===== config.mk =====
export PLATFORM = sky130hd
export DESIGN_NAME = pipe_div
export DESIGN_NICKNAME = d
export VERILOG_FILES = /design/src/rtl/pipe_div_pkg.sv /design/src/rtl/pipe_div_step.sv /design/src/rtl/pipe_div.sv
export SDC_FILE = /design/constraint.sdc
export NUM_CORES = 1
export LEC_CHECK = 0
export ABC_AREA = 1
export BUFFER_PORTS_ARGS = -buffer_cell sky130_fd_sc_hd__buf_2
export CAP_MARGIN = 20
export CELL_PAD_IN_SITES_DETAIL_PLACEMENT = 2
export CELL_PAD_IN_SITES_GLOBAL_PLACEMENT = 2
export CORE_UTILIZATION = 25
export DETAILED_ROUTE_END_ITERATION = 10
export HOLD_SLACK_MARGIN = 0.06
export PLACE_DENSITY = 0.57
export SLEW_MARGIN = 5
export SYNTH_ARGS = -nofsm -noshare
export SYNTH_HDL_FRONTEND = slang
export SYNTH_HIERARCHICAL = 1
export SYNTH_SLANG_ARGS = --single-unit

===== constraint.sdc =====
create_clock -name clk -period 2.7 [get_ports clk]
set_input_delay 0.27 -clock clk [delete_from_list [all_inputs] [get_ports clk]]
set_output_delay 0.27 -clock clk [all_outputs]
set_load 0.01 [all_outputs]

===== src/rtl/pipe_div_pkg.sv =====
// Shared widths and the per-stage record for the pipelined restoring divider.
package pipe_div_pkg;

  localparam int DEF_DIVIDEND_W = 8;
  localparam int DEF_DIVISOR_W  = 4;

  // One pipeline slot. The record is sized by the defaults above, so a width
  // change is made here rather than by overriding the top-level parameters.
  typedef struct packed {
    logic                      valid;
    logic                      dbz;
    logic [DEF_DIVIDEND_W-1:0] dividend;
    logic [DEF_DIVISOR_W-1:0]  divisor;
    logic [DEF_DIVISOR_W:0]    pr;
    logic [DEF_DIVIDEND_W-1:0] q;
  } stage_t;

endpackage


===== src/rtl/pipe_div_step.sv =====
// One restoring-division step: shift in the next dividend bit, subtract the
// divisor when it fits, and report the resulting quotient bit.
module pipe_div_step
  import pipe_div_pkg::*;
#(
  parameter int DIVISOR_W = DEF_DIVISOR_W
) (
  // Only the low bits of the partial remainder are needed: the top bit is
  // always shifted out, and it is zero whenever the divisor is nonzero.
  input  logic [DIVISOR_W-1:0] pr,
  input  logic                 dividend_bit,
  input  logic [DIVISOR_W-1:0] divisor,
  output logic [DIVISOR_W:0]   pr_next,
  output logic                 q_bit
);

  logic [DIVISOR_W:0] shifted;

  // Compare-and-restore on the shifted partial remainder.
  always_comb begin
    shifted = {pr, dividend_bit};
    q_bit   = (shifted >= {1'b0, divisor});
    pr_next = q_bit ? (shifted - {1'b0, divisor}) : shifted;
  end

endmodule


===== src/rtl/pipe_div.sv =====
// Fully pipelined unsigned restoring divider: one quotient bit per stage,
// MSB first, one operation accepted per clock with no backpressure.
module pipe_div
  import pipe_div_pkg::*;
#(
  parameter int DIVIDEND_W = DEF_DIVIDEND_W,
  parameter int DIVISOR_W  = DEF_DIVISOR_W
) (
  input  logic                  clk,
  input  logic                  rst,
  input  logic                  in_valid,
  input  logic [DIVIDEND_W-1:0] dividend,
  input  logic [DIVISOR_W-1:0]  divisor,
  output logic                  out_valid,
  output logic [DIVIDEND_W-1:0] quotient,
  output logic [DIVISOR_W-1:0]  remainder,
  output logic                  div_by_zero
);

  // stg[0] holds the captured operands; stg[k] holds the result of step k.
  stage_t                stg    [0:DIVIDEND_W];
  logic [DIVISOR_W:0]    pr_nx  [1:DIVIDEND_W];
  logic [DIVIDEND_W:1]   q_bits;

  for (genvar k = 1; k <= DIVIDEND_W; k++) begin : g_step
    pipe_div_step #(.DIVISOR_W(DIVISOR_W)) u_step (
      .pr           (stg[k-1].pr[DIVISOR_W-1:0]),
      .dividend_bit (stg[k-1].dividend[DIVIDEND_W-k]),
      .divisor      (stg[k-1].divisor),
      .pr_next      (pr_nx[k]),
      .q_bit        (q_bits[k])
    );
  end

  // Advance every stage each clock; the final stage loads the output
  // registers only when it carries a valid operation, so outputs hold
  // between results. Reset discards everything in flight.
  always_ff @(posedge clk) begin
    if (rst) begin
      for (int i = 0; i <= DIVIDEND_W; i++) begin
        stg[i] <= '0;
      end
      out_valid   <= 1'b0;
      quotient    <= '0;
      remainder   <= '0;
      div_by_zero <= 1'b0;
    end else begin
      stg[0].valid    <= in_valid;
      stg[0].dbz      <= (divisor == '0);
      stg[0].dividend <= dividend;
      stg[0].divisor  <= divisor;
      stg[0].pr       <= '0;
      stg[0].q        <= '0;
      for (int k = 1; k <= DIVIDEND_W; k++) begin
        stg[k]    <= stg[k-1];
        stg[k].pr <= pr_nx[k];
        stg[k].q  <= {stg[k-1].q[DIVIDEND_W-2:0], q_bits[k]};
      end
      out_valid <= stg[DIVIDEND_W].valid;
      if (stg[DIVIDEND_W].valid) begin
        // A zero divisor is reported explicitly rather than relying on
        // whatever the subtract chain happened to leave behind.
        quotient    <= stg[DIVIDEND_W].dbz ? '1 : stg[DIVIDEND_W].q;
        remainder   <= stg[DIVIDEND_W].dbz ? '0 : stg[DIVIDEND_W].pr[DIVISOR_W-1:0];
        div_by_zero <= stg[DIVIDEND_W].dbz;
      end
    end
  end

endmodule


==> flow_summary.toml <==
[outcome]
status = "finished, final reports clean"

[clocking]
postCtsSetupBuffers = 0
cts_buffer_depth = 2
insertion_delay_ns = 0.43
cts_buffers = 17
path_clk_slew_ns = 0.08
cts_num_sinks = 168
htree_levels = 4
cts_tree = "yes"
root_buffer = "clkbuf_16"

[detailed_routing]
drtIter0Drc = 161
first_pass_iters = 4
via_count = 5231
avgRoutedWirePerCell_um = 11.0
final_antenna_net_count = 0
viasPerCell = 3.87
wirelength_mm = 14.8
drc = 0

[min_path]
min_path_type = "in2reg"

[floorplanning]
die_w_um = 171
dieHeight_um = 171
initial_core_util_pct = 25.5
die_area_um2 = 29100
num_io_pins = 29
rows = 61
core_area_um2 = 27900

[place]
pre_cts_slack_ns = 1.11
hpwlAfterDp_mm = 10.7
io_buffers = 28
gp_congestion = 0.734

[cells_and_area]
n_antenna_cell = 0
syn_to_final_growth_pct = 17.1
layout-drive-gt1-share_pct = 13.3
nets = 1014
fill_cells = 3251

[synthesis]
yosysWarnings = 6
synth_cells = 909
synth_area_per_cell_um2 = 7.82
synth_area_um2 = 7110

[power]
peakVddDrop_uv = 374
p_per_area_nw_per_um2 = 704
p_leak_uw = 0.00406

[setup_path]
reg2reg_slack_ns = 1.12
path_class = "reg2reg"
critPathLaunchType = "register"
cp_data_arrival_time_ns = 1.93
cp.required_ns = 3.05
end_kind = "register"
crit_fanout = 2

[global_route]
antenna_found_initial = 0
gr-total-overflow = 0
track_usage_pct = 11.3
grt_pass1_wl_mm = 26.2
grt_max_degree = 90
first_global_vias = 5469

[sta]
final_max_slew_viol_count = 0
holdWs_ns = 0.0916
fmax_mhz = 634
setup_viol = 0
worst_slack_ns = 1.12
fin_crit_sh_pct = 58.4
skew_ns = 0.0229
rsz0062_at_grt = "false"
fin_tns_setup_ns = 0
hold_viol = 0
post-route-min-period_ns = 1.58

[job]
cap_violations = 0
state kept, by name, indices dropped and copies added, names as in the netlist:
register / cells
div_by_zero: 1
remainder: 4
quotient: 8
stg: 154
out_valid: 1
layout make-up:
type | instances | area (µm²) | share of cell area [%]
inverters | 244 | 916 | 11.0
well taps | 378 | 473 | 5.68
multi-input cells | 486 | 2670 | 32.1
clock buffers | 17 | 425 | 5.11
clock inverters | 15 | 189 | 2.27
repair buffers | 42 | 292 | 3.50
flip-flops and latches | 168 | 3360 | 40.4
worst paths after layout:
check             startpoint          to  depth (start not counted)
setup / recovery  stg[3][21]  stg[4][10]                          8
hold / removal    divisor[2]  stg[0][15]                          3
setup reg to reg  stg[3][21]  stg[4][10]                          8
hold reg to reg    stg[7][5]   stg[8][6]                          2
timing repair:
item,CTS,global route
hold buffers,11,0
hold endpoints to repair,11,0
gates resized for setup,0,0
routing by layer:
layer	wire (µm)	GRT usage, %	share of wire [%]	up-vias
met5	0	0	0	-
met4	120	3.17	0.81	0
met3	232	2.43	1.6	9
met2	7240	19.4	49	25
met1	7240	14.2	49	2493
li1	-	-	-	2704
where the power goes:
group          switching [µW]  internal [µW]  leakage (µW)
sequential               49.6           2580       0.00137
combinational             466            280       0.00240
clock                    1220           1270      0.000297
placed cells by master, fill, tap and decap left out, types with 11 or more instances in the layout:
| cell type | n |
|---|---|
| a21oi_1 | 12 |
| nand2_2 | 16 |
| dlygate4sd3_1 | 11 |
| nand3_1 | 61 |
| buf_2 | 27 |
| ha_1 | 32 |
| nor2_1 | 179 |
| nor2_2 | 18 |
| nand2_1 | 103 |
| inv_1 | 244 |
| clkbuf_16 | 17 |
| dfxtp_1 | 168 |
per-stage QoR:
step / area (µm²) / cells / util, % / total power [µW]
floorplan: 7140 / 917 / - / 3280
global placement: 7600 / 1307 / 27.3 / 3420
detailed placement: 7600 / 1307 / 27.3 / 3430
CTS: 8330 / 1350 / 29.9 / 5990
global route: 8330 / 1350 / 29.9 / 6210
finish: 8330 / 1350 / 29.9 / 5860
critical path, cell delays in order (launching register included):
cell and delay [ns]:
dfxtp_1 0.38, inv_1 0.06, ha_1 0.22, fa_1 0.41, xnor2_1 0.20, nand2_1 0.08, nand2_1 0.06, inv_1 0.04
nor2_1 0.07
No activity file was read; power rests on OpenSTA's default activity.
